--- src/rtl/rr_datapath_arbiter_if.sv ---
// Requester, datapath and response signals of rr_datapath_arbiter.
// The slave modport is the arbiter's view. The master modport is the view of the surrounding logic.
interface rr_datapath_arbiter_if #(
    parameter int unsigned N = 4,
    parameter int unsigned W = 64
);
    logic           ena;
    logic [N-1:0]   req;
    logic [N*W-1:0] req_data;
    logic [N-1:0]   gnt;
    logic           dp_in_valid;
    logic [W-1:0]   dp_in_data;
    logic           dp_out_valid;
    logic [W-1:0]   dp_out_data;
    logic [N-1:0]   rsp_valid;
    logic [W-1:0]   rsp_data;
    logic           err_orphan;

    modport slave (
        input  ena, req, req_data, dp_out_valid, dp_out_data,
        output gnt, dp_in_valid, dp_in_data, rsp_valid, rsp_data, err_orphan
    );

    modport master (
        output ena, req, req_data, dp_out_valid, dp_out_data,
        input  gnt, dp_in_valid, dp_in_data, rsp_valid, rsp_data, err_orphan
    );
endinterface

--- src/rtl/rr_datapath_arbiter.sv ---
// Round-robin arbiter with burst lock that shares one fixed-latency datapath between N requesters.
// Each launch is tagged with its owner ID, and the result is routed back to that owner.
module rr_datapath_arbiter #(
    parameter int unsigned N      = 4,
    parameter int unsigned W      = 64,
    parameter int unsigned DP_LAT = 3,
    parameter int unsigned BURST  = 1
) (
    input  logic                 clk,
    input  logic                 nrst,
    rr_datapath_arbiter_if.slave bus
);
    localparam int unsigned     IDW       = $clog2(N);
    localparam int unsigned     BW        = (BURST > 1) ? $clog2(BURST) : 1;
    localparam logic [BW-1:0]   BURST_MAX = BW'(BURST - 1);
    localparam logic [IDW-1:0]  ID_LAST   = IDW'(N - 1);

    logic [IDW-1:0] r_rr_ptr;
    logic [BW-1:0]  r_burst_cnt;
    logic [IDW-1:0] r_last_id;
    logic           r_last_vld;
    logic           r_dp_in_valid;
    logic [W-1:0]   r_dp_in_data;
    logic [IDW-1:0] r_launch_id;
    logic           r_tag_vld [DP_LAT];
    logic [IDW-1:0] r_tag_id  [DP_LAT];
    logic [N-1:0]   r_rsp_valid;
    logic [W-1:0]   r_rsp_data;
    logic           r_err_orphan;

    logic           w_gnt_any;
    logic [IDW-1:0] w_gnt_id;
    logic [IDW-1:0] w_idx;
    logic [N-1:0]   w_gnt;
    logic [W-1:0]   w_gnt_data;
    logic           w_same_owner;
    logic [BW-1:0]  w_burst_nxt;
    logic [IDW-1:0] w_ptr_nxt;
    logic           w_head_vld;
    logic [IDW-1:0] w_head_id;

    // The scan starts at r_rr_ptr. The first requester found at the smallest offset wins.
    always_comb begin
        w_gnt_any = 1'b0;
        w_gnt_id  = '0;
        w_idx     = '0;
        if (nrst && bus.ena) begin
            for (int unsigned k = 0; k < N; k++) begin
                w_idx = IDW'((32'(r_rr_ptr) + k) % N);
                if (!w_gnt_any && bus.req[w_idx]) begin
                    w_gnt_any = 1'b1;
                    w_gnt_id  = w_idx;
                end
            end
        end
    end

    always_comb begin
        w_gnt      = w_gnt_any ? (N'(1) << w_gnt_id) : '0;
        w_gnt_data = '0;
        for (int unsigned i = 0; i < N; i++) begin
            if (IDW'(i) == w_gnt_id) w_gnt_data = bus.req_data[i*W +: W];
        end
    end

    // The pointer stays on the owner until its burst count reaches BURST-1. Then the pointer rotates.
    always_comb begin
        w_same_owner = r_last_vld && (w_gnt_id == r_last_id);
        w_burst_nxt  = (w_same_owner && (r_burst_cnt != BURST_MAX)) ? r_burst_cnt + 1'b1 : '0;
        if (w_burst_nxt != BURST_MAX) w_ptr_nxt = w_gnt_id;
        else                          w_ptr_nxt = (w_gnt_id == ID_LAST) ? '0 : w_gnt_id + 1'b1;
    end

    always_ff @(posedge clk or negedge nrst) begin
        if (!nrst) begin
            r_rr_ptr      <= '0;
            r_burst_cnt   <= '0;
            r_last_id     <= '0;
            r_last_vld    <= 1'b0;
            r_dp_in_valid <= 1'b0;
            r_dp_in_data  <= '0;
            r_launch_id   <= '0;
        end else begin
            r_dp_in_valid <= w_gnt_any;
            if (w_gnt_any) begin
                r_rr_ptr     <= w_ptr_nxt;
                r_burst_cnt  <= w_burst_nxt;
                r_last_id    <= w_gnt_id;
                r_last_vld   <= 1'b1;
                r_dp_in_data <= w_gnt_data;
                r_launch_id  <= w_gnt_id;
            end
        end
    end

    assign w_head_vld = r_tag_vld[DP_LAT-1];
    assign w_head_id  = r_tag_id[DP_LAT-1];

    // The tag pipe is fed from the launch register. Its head lines up with dp_out_valid.
    always_ff @(posedge clk or negedge nrst) begin
        if (!nrst) begin
            for (int unsigned i = 0; i < DP_LAT; i++) begin
                r_tag_vld[i] <= 1'b0;
                r_tag_id[i]  <= '0;
            end
            r_rsp_valid  <= '0;
            r_rsp_data   <= '0;
            r_err_orphan <= 1'b0;
        end else begin
            r_tag_vld[0] <= r_dp_in_valid;
            r_tag_id[0]  <= r_launch_id;
            for (int unsigned i = 1; i < DP_LAT; i++) begin
                r_tag_vld[i] <= r_tag_vld[i-1];
                r_tag_id[i]  <= r_tag_id[i-1];
            end
            r_rsp_valid <= '0;
            if (bus.dp_out_valid) begin
                if (w_head_vld) begin
                    r_rsp_valid <= N'(1) << w_head_id;
                    r_rsp_data  <= bus.dp_out_data;
                end else begin
                    r_err_orphan <= 1'b1;
                end
            end
        end
    end

    assign bus.gnt         = w_gnt;
    assign bus.dp_in_valid = r_dp_in_valid;
    assign bus.dp_in_data  = r_dp_in_data;
    assign bus.rsp_valid   = r_rsp_valid;
    assign bus.rsp_data    = r_rsp_data;
    assign bus.err_orphan  = r_err_orphan;
endmodule

--- src/flat_wrapper.sv ---
// flat-port wrapper written by rule: the top's interface ports become plain ports
module rr_datapath_arbiter_flat 
#(
    parameter int unsigned N      = 4,
    parameter int unsigned W      = 64,
    parameter int unsigned DP_LAT = 3,
    parameter int unsigned BURST  = 1
)
  (clk, nrst, bus_ena, bus_req, bus_req_data, bus_dp_out_valid, bus_dp_out_data, bus_gnt, bus_dp_in_valid, bus_dp_in_data, bus_rsp_valid, bus_rsp_data, bus_err_orphan);
  rr_datapath_arbiter_if #(.N(N), .W(W)) bus_i ();
  input  logic clk;
  input  logic nrst;
  input wire logic [$bits(bus_i.ena)-1:0] bus_ena;
  input wire logic [$bits(bus_i.req)-1:0] bus_req;
  input wire logic [$bits(bus_i.req_data)-1:0] bus_req_data;
  input wire logic [$bits(bus_i.dp_out_valid)-1:0] bus_dp_out_valid;
  input wire logic [$bits(bus_i.dp_out_data)-1:0] bus_dp_out_data;
  output wire logic [$bits(bus_i.gnt)-1:0] bus_gnt;
  output wire logic [$bits(bus_i.dp_in_valid)-1:0] bus_dp_in_valid;
  output wire logic [$bits(bus_i.dp_in_data)-1:0] bus_dp_in_data;
  output wire logic [$bits(bus_i.rsp_valid)-1:0] bus_rsp_valid;
  output wire logic [$bits(bus_i.rsp_data)-1:0] bus_rsp_data;
  output wire logic [$bits(bus_i.err_orphan)-1:0] bus_err_orphan;
  assign bus_i.ena = bus_ena;
  assign bus_i.req = bus_req;
  assign bus_i.req_data = bus_req_data;
  assign bus_i.dp_out_valid = bus_dp_out_valid;
  assign bus_i.dp_out_data = bus_dp_out_data;
  assign bus_gnt = bus_i.gnt;
  assign bus_dp_in_valid = bus_i.dp_in_valid;
  assign bus_dp_in_data = bus_i.dp_in_data;
  assign bus_rsp_valid = bus_i.rsp_valid;
  assign bus_rsp_data = bus_i.rsp_data;
  assign bus_err_orphan = bus_i.err_orphan;
  rr_datapath_arbiter #(.N(N), .W(W), .DP_LAT(DP_LAT), .BURST(BURST)) u_core (.clk(clk), .nrst(nrst), .bus(bus_i));
endmodule
--- config.mk ---
export PLATFORM = sky130hd
export DESIGN_NAME = rr_datapath_arbiter_flat
export DESIGN_NICKNAME = d
export VERILOG_FILES = /design/src/rtl/rr_datapath_arbiter_if.sv /design/src/rtl/rr_datapath_arbiter.sv /design/src/flat_wrapper.sv
export SDC_FILE = /design/constraint.sdc
export NUM_CORES = 1
export LEC_CHECK = 0
export BUFFER_PORTS_ARGS = -buffer_cell sky130_fd_sc_hd__buf_4
export CORE_AREA = 10 10 174 176
export CTS_BUF_LIST = sky130_fd_sc_hd__clkbuf_4
export DETAILED_ROUTE_END_ITERATION = 8
export DIE_AREA = 0 0 184 186
export PLACE_DENSITY = 0.63
export SETUP_SLACK_MARGIN = 0.1
export SKIP_CTS_REPAIR_TIMING = 1
export SLEW_MARGIN = 20
export SYNTH_ARGS = -nofsm -noshare
export SYNTH_HDL_FRONTEND = slang
export SYNTH_SLANG_ARGS = --single-unit
--- constraint.sdc ---
create_clock -name clk -period 3.7 [get_ports clk]
set_clock_uncertainty 0.1 [all_clocks]
set_input_delay 0.185 -clock clk [delete_from_list [all_inputs] [get_ports clk]]
set_output_delay 0.185 -clock clk [all_outputs]
set_load 0.02 [all_outputs]
==> impl_results.md, run 1 <==
- Clk Latency, worst-skew pair: 0.54 ns
- Static leakage: 6.57 nW
- Die X: 184 um
- Max-slew violation count: 0
- Tot GR Track Use: 18.2%
- Critical path origin: u_core.r_rr_ptr[1]
- Crit Reg-Reg Endpoint: u_core.bus.dp_in_data[7]
- CP max FO: 59
- Post-route clock period utilization: 94.3%
- Post-Synth Simple-Gate Area: 5.73%
- CTS buffer count: 17
- Max-cap violation count: 0
- Starting density of the core: 27.1%
- Clock Tree Buf Depth: 2
- Initial antenna violation count: 2
- GR Util met2: 31.1%
- Num rows: 60
- DR pass1 iterations: 4
- Top Usage Layer GRT: met2
- Comb pwr share: 42.3%
- Int Power: 3.44 mW
- Switch Pwr: 2.00 mW
- Reg area: 3680 sq um
- Pin count of the biggest net entering global routing: 70
- Post-synthesis mux area share: 10.1%
- Post-synth design cell area: 7230 sq um
- TritonCTS clock tree: built
- Reg power frac: 38.7%
- Crit. End Element: register
- Syn Area/Cell: 10.2 sq um
- FMAX: 287 MHz
- Syn_nets: 1038
- Adder-Cell Fraction of Synth Area: 0.692%
- CP cell instances: nand3b_1, a21o_1, a221o_1, ha_2, nor2b_4, buf_12, a221oi_1, a211o_1, a21oi_1, dlygate4sd3_1
- Core region area: 26700 sq um
- WP data arrival: 3.87 ns
- WL per Instance: 21.5 um
- Final Total Pwr: 5.44 mW
- Sw frac: 36.8%
- # DRC: 0
- Final ANT Viol Nets: 0
- Multi-input logic area: 3060 sq um
- Count of cell types in the netlist: 32
- Global Route met1 Usage: 20.3%
- Tmin final: 3.49 ns
- Top delay family on crit path: compound AO/OA/AOI/OAI gates
- Reg2reg start: u_core.r_rr_ptr[1]
- Via count: 8283
- Placer Congestion: 0.817
- WP buf/inv: 2
- Drt first-iter violations: 419
- FILL cells: 2439
- Total congestion overflow: 0
- Final Net Count: 1677
- RSZ-0062 raised after global routing: false
- Synth Warn #: 0
- Final Cell Area: 13400 sq um
- GR Layer Usage met3: 7.53%
- IO Port Bufs: 465
- Worst Max-Slew Pin Slew: 0.863 ns
- Largest family of logic cells by synthesized area: compound AO/OA/AOI/OAI gates
- Reg clk slew, reported paths: 0.16 ns
- Critical path depth: 10
- Critical Path RT: 4.08 ns
- Hold Crit Class: in -> reg
- Seq cells post-synth: 147
- Die Ht: 186 um
- CTS sink count: 147
- PwrDens: 407 nW/um^2
- Clock power frac: 19.1%
- Gate Count Post-Synth: 706
- Setup Crit Path Kind: reg -> reg
- Startpoint Class: register
- Max_slew headroom: 42.2%
- Slowest stage delay, CP: 0.55 ns
- Final setup fails: 0
- Peak VDD IR: 181 uV
- Post-synthesis compound-gate area fraction: 25.2%
- Layout area overhead: 85.0%
- Xor and xnor area share after synthesis: 0%
- HPWL after detailed placement: 26100 um
- Die Area: 34200 sq um
- R2R Setup Slk: 0.21 ns
- Post-synthesis sequential area ratio: 50.9%
- Final TNS setup: 0 ns
- Worst path slowest cell: dlygate4sd3_1
- Ports: 466
- Placed inst area: 11100 sq um
- Share of layout cells above drive strength 1: 43.4%
- Reg2reg path depth: 10
- Routed vias/inst: 4.87
- Critical path capture point: u_core.bus.dp_in_data[7]
- Number of global-route vias before repair: 7770
- Final hold vios: 0
- Routed wire length: 36600 um
- Outcome: complete, no violations
- First-pass GRT wire length: 47900 um
- CTS Root Cell: clkbuf_4
- H-tree Lvls: 4
-- power groups by stage --
| stage | registers (mW) | clock network, mW | logic [mW] |
|---|---|---|---|
| 2_1_floorplan | 2.46 | 0 | 0.611 |
| 3_3_place_gp | 2.12 | 0 | 1.98 |
| 3_5_place_dp | 2.13 | 0 | 1.99 |
| 4_1_cts | 2.10 | 1.08 | 2.00 |
| 5_1_grt | 2.14 | 1.14 | 2.46 |
| 6_report | 2.10 | 1.04 | 2.30 |
-- placed cells by master, fill, tap and decap left out, drive strengths merged, types with 2 or more instances in the layout --
| cell type | netlist | layout |
|---|---|---|
| a21oi | 129 | 129 |
| diode | 0 | 3 |
| a221oi | 64 | 64 |
| clkinv | 0 | 4 |
| nand2b | 2 | 2 |
| nand2 | 8 | 8 |
| dfrtp | 147 | 147 |
| clkinvlp | 0 | 2 |
| clkbuf | 40 | 18 |
| and2 | 4 | 4 |
| mux2 | 64 | 64 |
| a211o | 63 | 63 |
| nor2 | 69 | 69 |
| dlygate4sd3 | 0 | 196 |
| nor3b | 2 | 2 |
| inv | 68 | 76 |
| a21o | 3 | 3 |
| buf | 23 | 487 |
| ha | 4 | 4 |
| nor2b | 3 | 3 |
-- area by class of cell --
| class | count | area share (%) |
|---|---|---|
| clock inverters | 14 | 1.03 |
| well taps | 341 | 3.19 |
| inverters | 68 | 1.91 |
| flip-flops and latches | 147 | 27.5 |
| diodes | 3 | 0.0561 |
| repair buffers | 683 | 42.4 |
| clock buffers | 18 | 1.01 |
| multi-input cells | 428 | 22.9 |
-- sequential cells by signal, summed over array words and instances (netlist names), 2 cells and up --
register	cells
u_core.r_last_id	2
u_core.bus.rsp_valid	4
u_core.r_tag_vld	2
u_core.bus.rsp_data	64
u_core.w_head_id	2
u_core.r_tag_id	4
u_core.bus.dp_in_data	64
u_core.r_rr_ptr	2
-- cells by family after synthesis --
kind of cell | Yosys count
AOI/OAI and AO/OA | 264
muxes | 65
and+or+nand+nor | 95
DFF | 147
adders and majority gates | 4
buffers and inverters | 131
-- routing by layer --
| layer | share of wire (%) | vias to the layer above |
|---|---|---|
| met5 | 0 | - |
| met4 | 2.2 | 0 |
| met3 | 9.0 | 40 |
| met2 | 50 | 395 |
| met1 | 39 | 4008 |
| li1 | - | 3840 |
-- worst register-to-register path, delay by kind of cell, from the launching register on --
family                   cells  cell delay, ns
AO/OA/AOI/OAI                5            1.28
flip-flops                   1            0.48
buffers and inverters        2            0.84
adder cells (fa/ha/maj)      1            0.32
AND/OR/NAND/NOR              2            0.47
-- stage by stage --
| stage | setup WS, ns | util [%] | std cells | hold slack [ns] |
|---|---|---|---|---|
| 2_1_floorplan | 1.07 | - | 706 | -0.211 |
| 3_3_place_gp | 0.617 | 41.6 | 1470 | -0.0725 |
| 3_5_place_dp | 0.599 | 41.6 | 1470 | -0.0724 |
| 4_1_cts | 0.201 | 42.6 | 1502 | -0.726 |
| 5_1_grt | 0.0439 | 50.0 | 1701 | 0.0815 |
| 6_report | 0.210 | 50.0 | 1702 | 0.0912 |
-- worst min path at each step --
stage                                end  depth (start not counted)       start
2_1_floorplan   u_core.bus.dp_in_data[0]                          0        nrst
3_3_place_gp   u_core.bus.dp_in_data[41]                          1        nrst
3_5_place_dp   u_core.bus.dp_in_data[45]                          1        nrst
4_1_cts        u_core.bus.dp_in_data[41]                          1        nrst
5_1_grt              u_core.r_last_id[1]                          4  bus_req[1]
6_report             u_core.r_last_id[1]                          4  bus_req[1]
-- cell usage after synthesis --
cell | n | area, sq um
ha_1 | 4 | 50.1
or4_1 | 1 | 7.51
nor3b_1 | 2 | 15.0
buf_6 | 2 | 22.5
nor4_1 | 1 | 6.26
nor2b_1 | 3 | 18.8
mux2i_1 | 1 | 10.0
buf_4 | 1 | 7.51
a221oi_1 | 64 | 561
and4_1 | 1 | 8.76
clkbuf_1 | 40 | 150
a221o_1 | 1 | 10.0
nand2b_1 | 2 | 12.5
inv_2 | 1 | 3.75
o21bai_1 | 1 | 7.51
o2bb2ai_1 | 1 | 8.76
mux2_2 | 64 | 721
o311ai_0 | 1 | 8.76
and2_1 | 4 | 25.0
nand3_2 | 1 | 10.0
nor3_1 | 1 | 5.00
a21o_1 | 3 | 22.5
dfrtp_1 | 147 | 3680
nor2_1 | 69 | 259
and3b_1 | 1 | 8.76
a21oi_1 | 129 | 646
nand3b_1 | 1 | 7.51
nand2_1 | 8 | 30.0
o21ai_0 | 1 | 5.00
inv_1 | 67 | 251
a211o_1 | 63 | 552
buf_2 | 20 | 100
(Power assumes the default switching activity.)
==> inputs of run 2 (changes only) <==
--- a/config.mk
+++ b/config.mk
@@ -10,7 +10,7 @@
 export CTS_BUF_LIST = sky130_fd_sc_hd__clkbuf_4
 export DETAILED_ROUTE_END_ITERATION = 8
 export DIE_AREA = 0 0 184 186
-export PLACE_DENSITY = 0.63
+export PLACE_DENSITY = 0.53
 export SETUP_SLACK_MARGIN = 0.1
 export SKIP_CTS_REPAIR_TIMING = 1
 export SLEW_MARGIN = 20
==> impl_results.md, run 2 (same netlist as run 1, synthesis figures left out) <==
- H-tree Lvls: 4 (unchanged)
- PwrDens: 403 nW/um^2 (-0.80%)
- First-pass GRT wire length: 48900 um (+2.2%)
- Starting density of the core: 27.1% (unchanged)
- RSZ-0062 raised after global routing: false
- Final TNS setup: 0 ns (unchanged)
- Tmin final: 3.44 ns (-0.0482 ns)
- Setup Crit Path Kind: reg -> reg
- Final hold vios: 0 (unchanged)
- Via count: 8142 (-1.7%)
- DR pass1 iterations: 5 (+1)
- Critical Path RT: 4.13 ns (+0.05 ns)
- TritonCTS clock tree: built
- Routed vias/inst: 4.81 (-1.2%)
- Die Ht: 186 um (unchanged)
- Hold WS: 0.0126 ns (-0.0786 ns)
- Slowest stage delay, CP: 0.57 ns (+0.02 ns)
- Multi-input logic area: 3060 sq um (unchanged)
- Most frequent cells in the layout: buf_4 (475), dlygate4sd3_1 (195), dfrtp_1 (147)
- Most common cell after layout, fill and taps aside: buf_4
- Clk Latency, worst-skew pair: 0.55 ns (about the same)
- # DRC: 0 (unchanged)
- IO Port Bufs: 465 (unchanged)
- Routed wire length: 36800 um (+0.54%)
- Outcome: complete, no violations
- Die Area: 34200 sq um (unchanged)
- Final Net Count: 1670 (-0.42%)
- Startpoint Class: register
- Total congestion overflow: 0 (unchanged)
- Share of layout cells above drive strength 1: 43.2% (-0.22 points)
- WL per Instance: 21.8 um (+1.1%)
- Final Total Pwr: 5.39 mW (-0.96%)
- Clock Tree Buf Depth: 2 (unchanged)
- CTS Root Cell: clkbuf_4
- Die X: 184 um (unchanged)
- Core region area: 26700 sq um (unchanged)
- Max-slew violation count: 0 (unchanged)
- Number of global-route vias before repair: 7554 (-2.8%)
- Placer Congestion: 0.794 (-2.9%)
- HPWL after detailed placement: 26200 um (+0.26%)
- Post-route clock period utilization: 93.0% (-1.3 points)
- CTS sink count: 147 (unchanged)
- Reg clk slew, reported paths: 0.17 ns (about the same)
- Ports: 466 (unchanged)
- Max_slew headroom: 34.8% (-7.4 points)
- Initial antenna violation count: 1 (-1)
- Final setup fails: 0 (unchanged)
- Tot GR Track Use: 18.9% (+0.65 points)
- Reg area: 3680 sq um (unchanged)
- CP max FO: 46 (-22%)
- WP data arrival: 3.87 ns (about the same)
- FILL cells: 2473 (+1.4%)
- Post-place setup slack: 0.607 ns (+0.00771 ns)
- CTS buffer count: 17 (unchanged)
- FMAX: 291 MHz (+1.4%)
- Worst Max-Slew Pin Slew: 0.978 ns (+0.114 ns)
- Static leakage: 6.57 nW (about the same)
- Max-cap violation count: 0 (unchanged)
- Layout area overhead: 84.7%
- Worst path slowest cell: dlygate4sd3_1
- Pin count of the biggest net entering global routing: 76 (+8.6%)
- Hold Crit Class: in -> reg
- Drt first-iter violations: 359 (-14%)
- Peak VDD IR: 219 uV (+21%)
- Final core occ: 50.0% (-0.080 points)
- Setup WS post-layout: 0.258 ns (+0.0482 ns)
- CP cell instances: nand3b_1, a21o_1, a221o_1, inv_1, ha_4, buf_12, a221oi_1, a211o_1, a21oi_1, dlygate4sd3_1
- Crit. End Element: register
- Num rows: 60 (unchanged)
- Final ANT Viol Nets: 0 (unchanged)
run 2: cell count changes in the layout (fill, tap and decap cells not counted), sizes merged:
cell	delta
diode	-2
dlygate4sd3	-1
buf	-6
inv	-1
bufinv	+1
run 2: report_power, final:
group,internal (mW),switching [mW]
logic,1.11,1.07
registers,1.91,0.176
clock network,0.380,0.736
total,3.40,1.98
run 2: per-layer routing:
metal	part of all wire [%]	wire length (um)	track usage, %	vias to the layer above
met5	0	0	0	-
met2	51	18600	32.4	365
li1	-	-	-	3829
met4	0.79	290	3.74	0
met3	9.1	3340	8.09	16
met1	40	14600	21.5	3932
run 2: worst paths after layout:
check	startpoint	end	slack, ns	cells after the start
setup / recovery	u_core.r_rr_ptr[1]	u_core.bus.dp_in_data[12]	0.26	10
hold / removal	bus_ena	u_core.r_last_id[1]	0.01	4
setup reg to reg	u_core.r_rr_ptr[1]	u_core.bus.dp_in_data[12]	0.26	10
hold reg to reg	u_core.r_tag_vld[1]	u_core.w_head_vld	0.26	0
max in group asynchronous	nrst	u_core.bus.dp_in_data[60]	2.29	3
min in group asynchronous	nrst	u_core.bus.dp_in_data[42]	0.29	3
run 2: stage by stage:
step | cell area, sq um | std cells
floorplan | 7230 | 706
global placement | 11100 | 1464
detailed placement | 11100 | 1464
CTS | 11400 | 1496
global route | 13400 | 1693
finish | 13400 | 1693
run 2: cell type report:
cell class / instances / area share [%]
repair buffers: 676 / 42.1
flip-flops and latches: 147 / 27.6
multi-input cells: 428 / 22.9
well taps: 341 / 3.20
inverters: 68 / 1.91
clock inverters: 14 / 1.27
clock buffers: 18 / 1.01
diodes: 1 / 0.0187
run 2: worst max-delay path, delay by kind of cell (launching register included):
| kind | cells | cell delay (ns) |
|---|---|---|
| buf+inv | 3 | 1.03 |
| flops | 1 | 0.48 |
| simple gates | 1 | 0.21 |
| fa+ha+maj | 1 | 0.43 |
| compound gates | 5 | 1.10 |
==> inputs of run 3 (changes only) <==
--- a/config.mk
+++ b/config.mk
@@ -6,11 +6,11 @@
 export NUM_CORES = 1
 export LEC_CHECK = 0
 export BUFFER_PORTS_ARGS = -buffer_cell sky130_fd_sc_hd__buf_4
-export CORE_AREA = 10 10 174 176
+export CORE_AREA = 2 2 181 183
 export CTS_BUF_LIST = sky130_fd_sc_hd__clkbuf_4
 export DETAILED_ROUTE_END_ITERATION = 8
-export DIE_AREA = 0 0 184 186
-export PLACE_DENSITY = 0.53
+export DIE_AREA = 0 0 183 185
+export PLACE_DENSITY = 0.46
 export SETUP_SLACK_MARGIN = 0.1
 export SKIP_CTS_REPAIR_TIMING = 1
 export SLEW_MARGIN = 20
==> constraint.sdc (replaced) <==
create_clock -name clk -period 3.7 [get_ports clk]
set_clock_uncertainty 0.1 [all_clocks]
set_input_delay 0.185 -clock clk [delete_from_list [all_inputs] [get_ports clk]]
set_output_delay 0.185 -clock clk [all_outputs]
set_load 0.005 [all_outputs]
==> impl_results.md, run 3 (same netlist as run 1, synthesis figures left out) <==
- Final core occ: 42.3% (-7.7 points)
- DR pass1 iterations: 5 (unchanged)
- Clock power frac: 24.0% (+3.3 points)
- Max_slew headroom: 39.1% (+4.3 points)
- WP buf/inv: 6 (+3)
- Reg power frac: 40.2% (+1.4 points)
- Startpoint Class: primary input
- Die Ht: 185 um (-0.54%)
- Top Usage Layer GRT: met2
- Worst-case hold path end point: u_core.bus.dp_in_data[62]
- Total congestion overflow: 0 (unchanged)
- Switch Pwr: 1.57 mW (-21%)
- GR Layer Usage met3: 6.19% (-1.9 points)
- Core region area: 32000 sq um (+20%)
- Starting density of the core: 22.6% (-4.5 points)
- CP max FO: 44 (-4.3%)
- CTS buffer count: 17 (unchanged)
- Die X: 183 um (-0.54%)
- Hold Path Cell Cnt: 5 (+1)
- Final setup fails: 0 (unchanged)
- Peak VDD IR: 239 uV (+9.4%)
- Inst Count DP: 1532 (+4.6%)
- Static leakage: 6.61 nW (+0.61%)
- PwrDens: 383 nW/um^2 (-5.0%)
- Placed inst area: 11200 sq um (+0.83%)
- Top delay family on crit path: buffers and inverters
- Tot GR Track Use: 17.8% (-1.1 points)
- Worst path slowest cell: dlygate4sd3_1
- Tmin final: 3.55 ns (+0.110 ns)
- FMAX: 282 MHz (-3.1%)
- Layout area overhead: 87.5%
- Final hold vios: 1 (+1)
- Outcome: finished, violations left
- Via count: 8108 (-0.42%)
- # DRC: 0 (unchanged)
- Placer Congestion: 0.825 (+4.0%)
- IO Port Bufs: 465 (unchanged)
- WL per Instance: 18.8 um (-13%)
- WP data arrival: 3.99 ns (+0.12 ns)
- Most frequent cells in the layout: buf_4 (476), dlygate4sd3_1 (200), dfrtp_1 (147)
- CTS Root Cell: clkbuf_4
- Reg2reg start: u_core.r_rr_ptr[1]
- Critical Path RT: 4.14 ns (about the same)
- Clk Latency, worst-skew pair: 0.59 ns (+0.04 ns)
- Die Area: 33900 sq um (-1.1%)
- Post-route clock period utilization: 96.0% (+3.0 points)
- Hold wc startpoint: bus_req_data[62]
- CP cell instances: dlygate4sd3_1, dlygate4sd3_1, buf_6, nand3_4, nor4_1, buf_4, ha_2, buf_4, a221oi_1, a211o_1, a21oi_1, dlygate4sd3_1
- Final TNS setup: 0 ns (unchanged)
- Final Net Count: 1677 (+0.42%)
- Final cell count without fillers: 1767 (+4.4%)
- Share of layout cells above drive strength 1: 43.2% (-0.076 points)
- Final Cell Area: 13600 sq um (+1.5%)
- Comb pwr share: 35.7% (-4.8 points)
- R2R Setup Slk: 0.28 ns (+0.02 ns)
- Crit. End Element: register
- Max-slew violation count: 0 (unchanged)
- Reg2reg path depth: 10 (unchanged)
- CTS sink count: 147 (unchanged)
- Hold Crit Class: in -> reg
- Slowest stage delay, CP: 0.59 ns (+0.02 ns)
- Number of global-route vias before repair: 7286 (-3.5%)
- H-tree Lvls: 4 (unchanged)
- Failing checks: hold timing
- Setup Crit Path Kind: in -> reg
- Most common cell after layout, fill and taps aside: buf_4
- Routed wire length: 33300 um (-9.6%)
- Global Route met1 Usage: 21.6% (+0.13 points)
- Hold WS: -0.0295 ns (-0.0421 ns)
- GR Util met2: 29.9% (-2.5 points)
- Max-cap violation count: 0 (unchanged)
- Pin count of the biggest net entering global routing: 73 (-3.9%)
- Worst Max-Slew Pin Slew: 0.914 ns (-0.0639 ns)
- Routed vias/inst: 4.59 (-4.6%)
- First-pass GRT wire length: 45300 um (-7.5%)
- Drt first-iter violations: 265 (-26%)
- Num rows: 66 (+10%)
- Initial antenna violation count: 1 (unchanged)
- TritonCTS clock tree: built
- Reg clk slew, reported paths: 0.15 ns (-0.02 ns)
- Int Power: 3.62 mW (+6.6%)
- Ports: 466 (unchanged)
- Crit Reg-Reg Endpoint: u_core.bus.dp_in_data[48]
- Final Total Pwr: 5.19 mW (-3.6%)
- CP dominant cell by count: dlygate4sd3_1
- HPWL after detailed placement: 22900 um (-12%)
- Final ANT Viol Nets: 0 (unchanged)
- Clock Tree Buf Depth: 2 (unchanged)
- Sw frac: 30.2% (-6.6 points)
- RSZ-0062 raised after global routing: false
==> run 3: changes by cell type in the layout (fill, tap and decap cells not counted) <==
cell,before,now
clkbuf_4,18,17
bufinv_16,1,4
clkinv_2,0,1
buf_4,475,476
inv_6,2,5
buf_12,4,5
inv_8,5,2
clkinvlp_4,2,1
dlygate4sd3_1,195,200
clkinv_8,2,0
==> run 3: power by group through the flow <==
stage / clock, mW / sequential [mW] / combinational, mW
after floorplan: 0 / 2.12 / 0.611
after global placement: 0 / 2.12 / 1.60
after detailed placement: 0 / 2.12 / 1.61
after CTS: 1.32 / 2.09 / 1.61
after global routing: 1.38 / 2.13 / 2.02
final: 1.25 / 2.09 / 1.86
==> run 3: worst max-delay path by stage <==
stage / start / endpoint / slack [ns] / cells past startpoint
after global placement: bus_req[0] / u_core.bus.dp_in_data[59] / 0.78 / 12
final: nrst / u_core.bus.dp_in_data[25] / 0.15 / 12
after global routing: nrst / u_core.bus.dp_in_data[27] / 0.07 / 12
after CTS: u_core.r_rr_ptr[1] / bus_gnt[3] / 0.16 / 8
after floorplan: u_core.r_rr_ptr[1] / u_core.bus.dp_in_data[10] / 1.07 / 11
after detailed placement: bus_req[0] / u_core.bus.dp_in_data[59] / 0.70 / 12
==> run 3: through the flow <==
step                      hold slack, ns  setup slack, ns
after floorplan                   -0.211             1.07
after global placement           0.00310            0.780
after detailed placement        -0.00237            0.702
after CTS                         -0.725            0.159
after global routing             0.00269           0.0740
final                            -0.0295            0.149
==> run 3: area by class of cell <==
cell class                 count  area [sq um]
timing repair buffer         683          5700
antenna                        1          2.50
multi-input combinational    428          3060
fill                        3165         18500
clock buffer                  17           128
inverter                      68           255
clock inverter                15           216
sequential                   147          3680
tap                          408           510
==> run 3: worst min-delay path, cell delays in order <==
cell      delay [ns]
buf_4           0.09
nand2_1         0.04
o21ai_0         0.14
a221oi_1        0.07
nor2_1          0.10
==> run 3: per-layer routing <==
layer | wire, um | up-vias
met3 | 2630 | 20
met4 | 362 | 0
met5 | 0 | -
met2 | 16900 | 352
met1 | 13400 | 3896
li1 | - | 3840
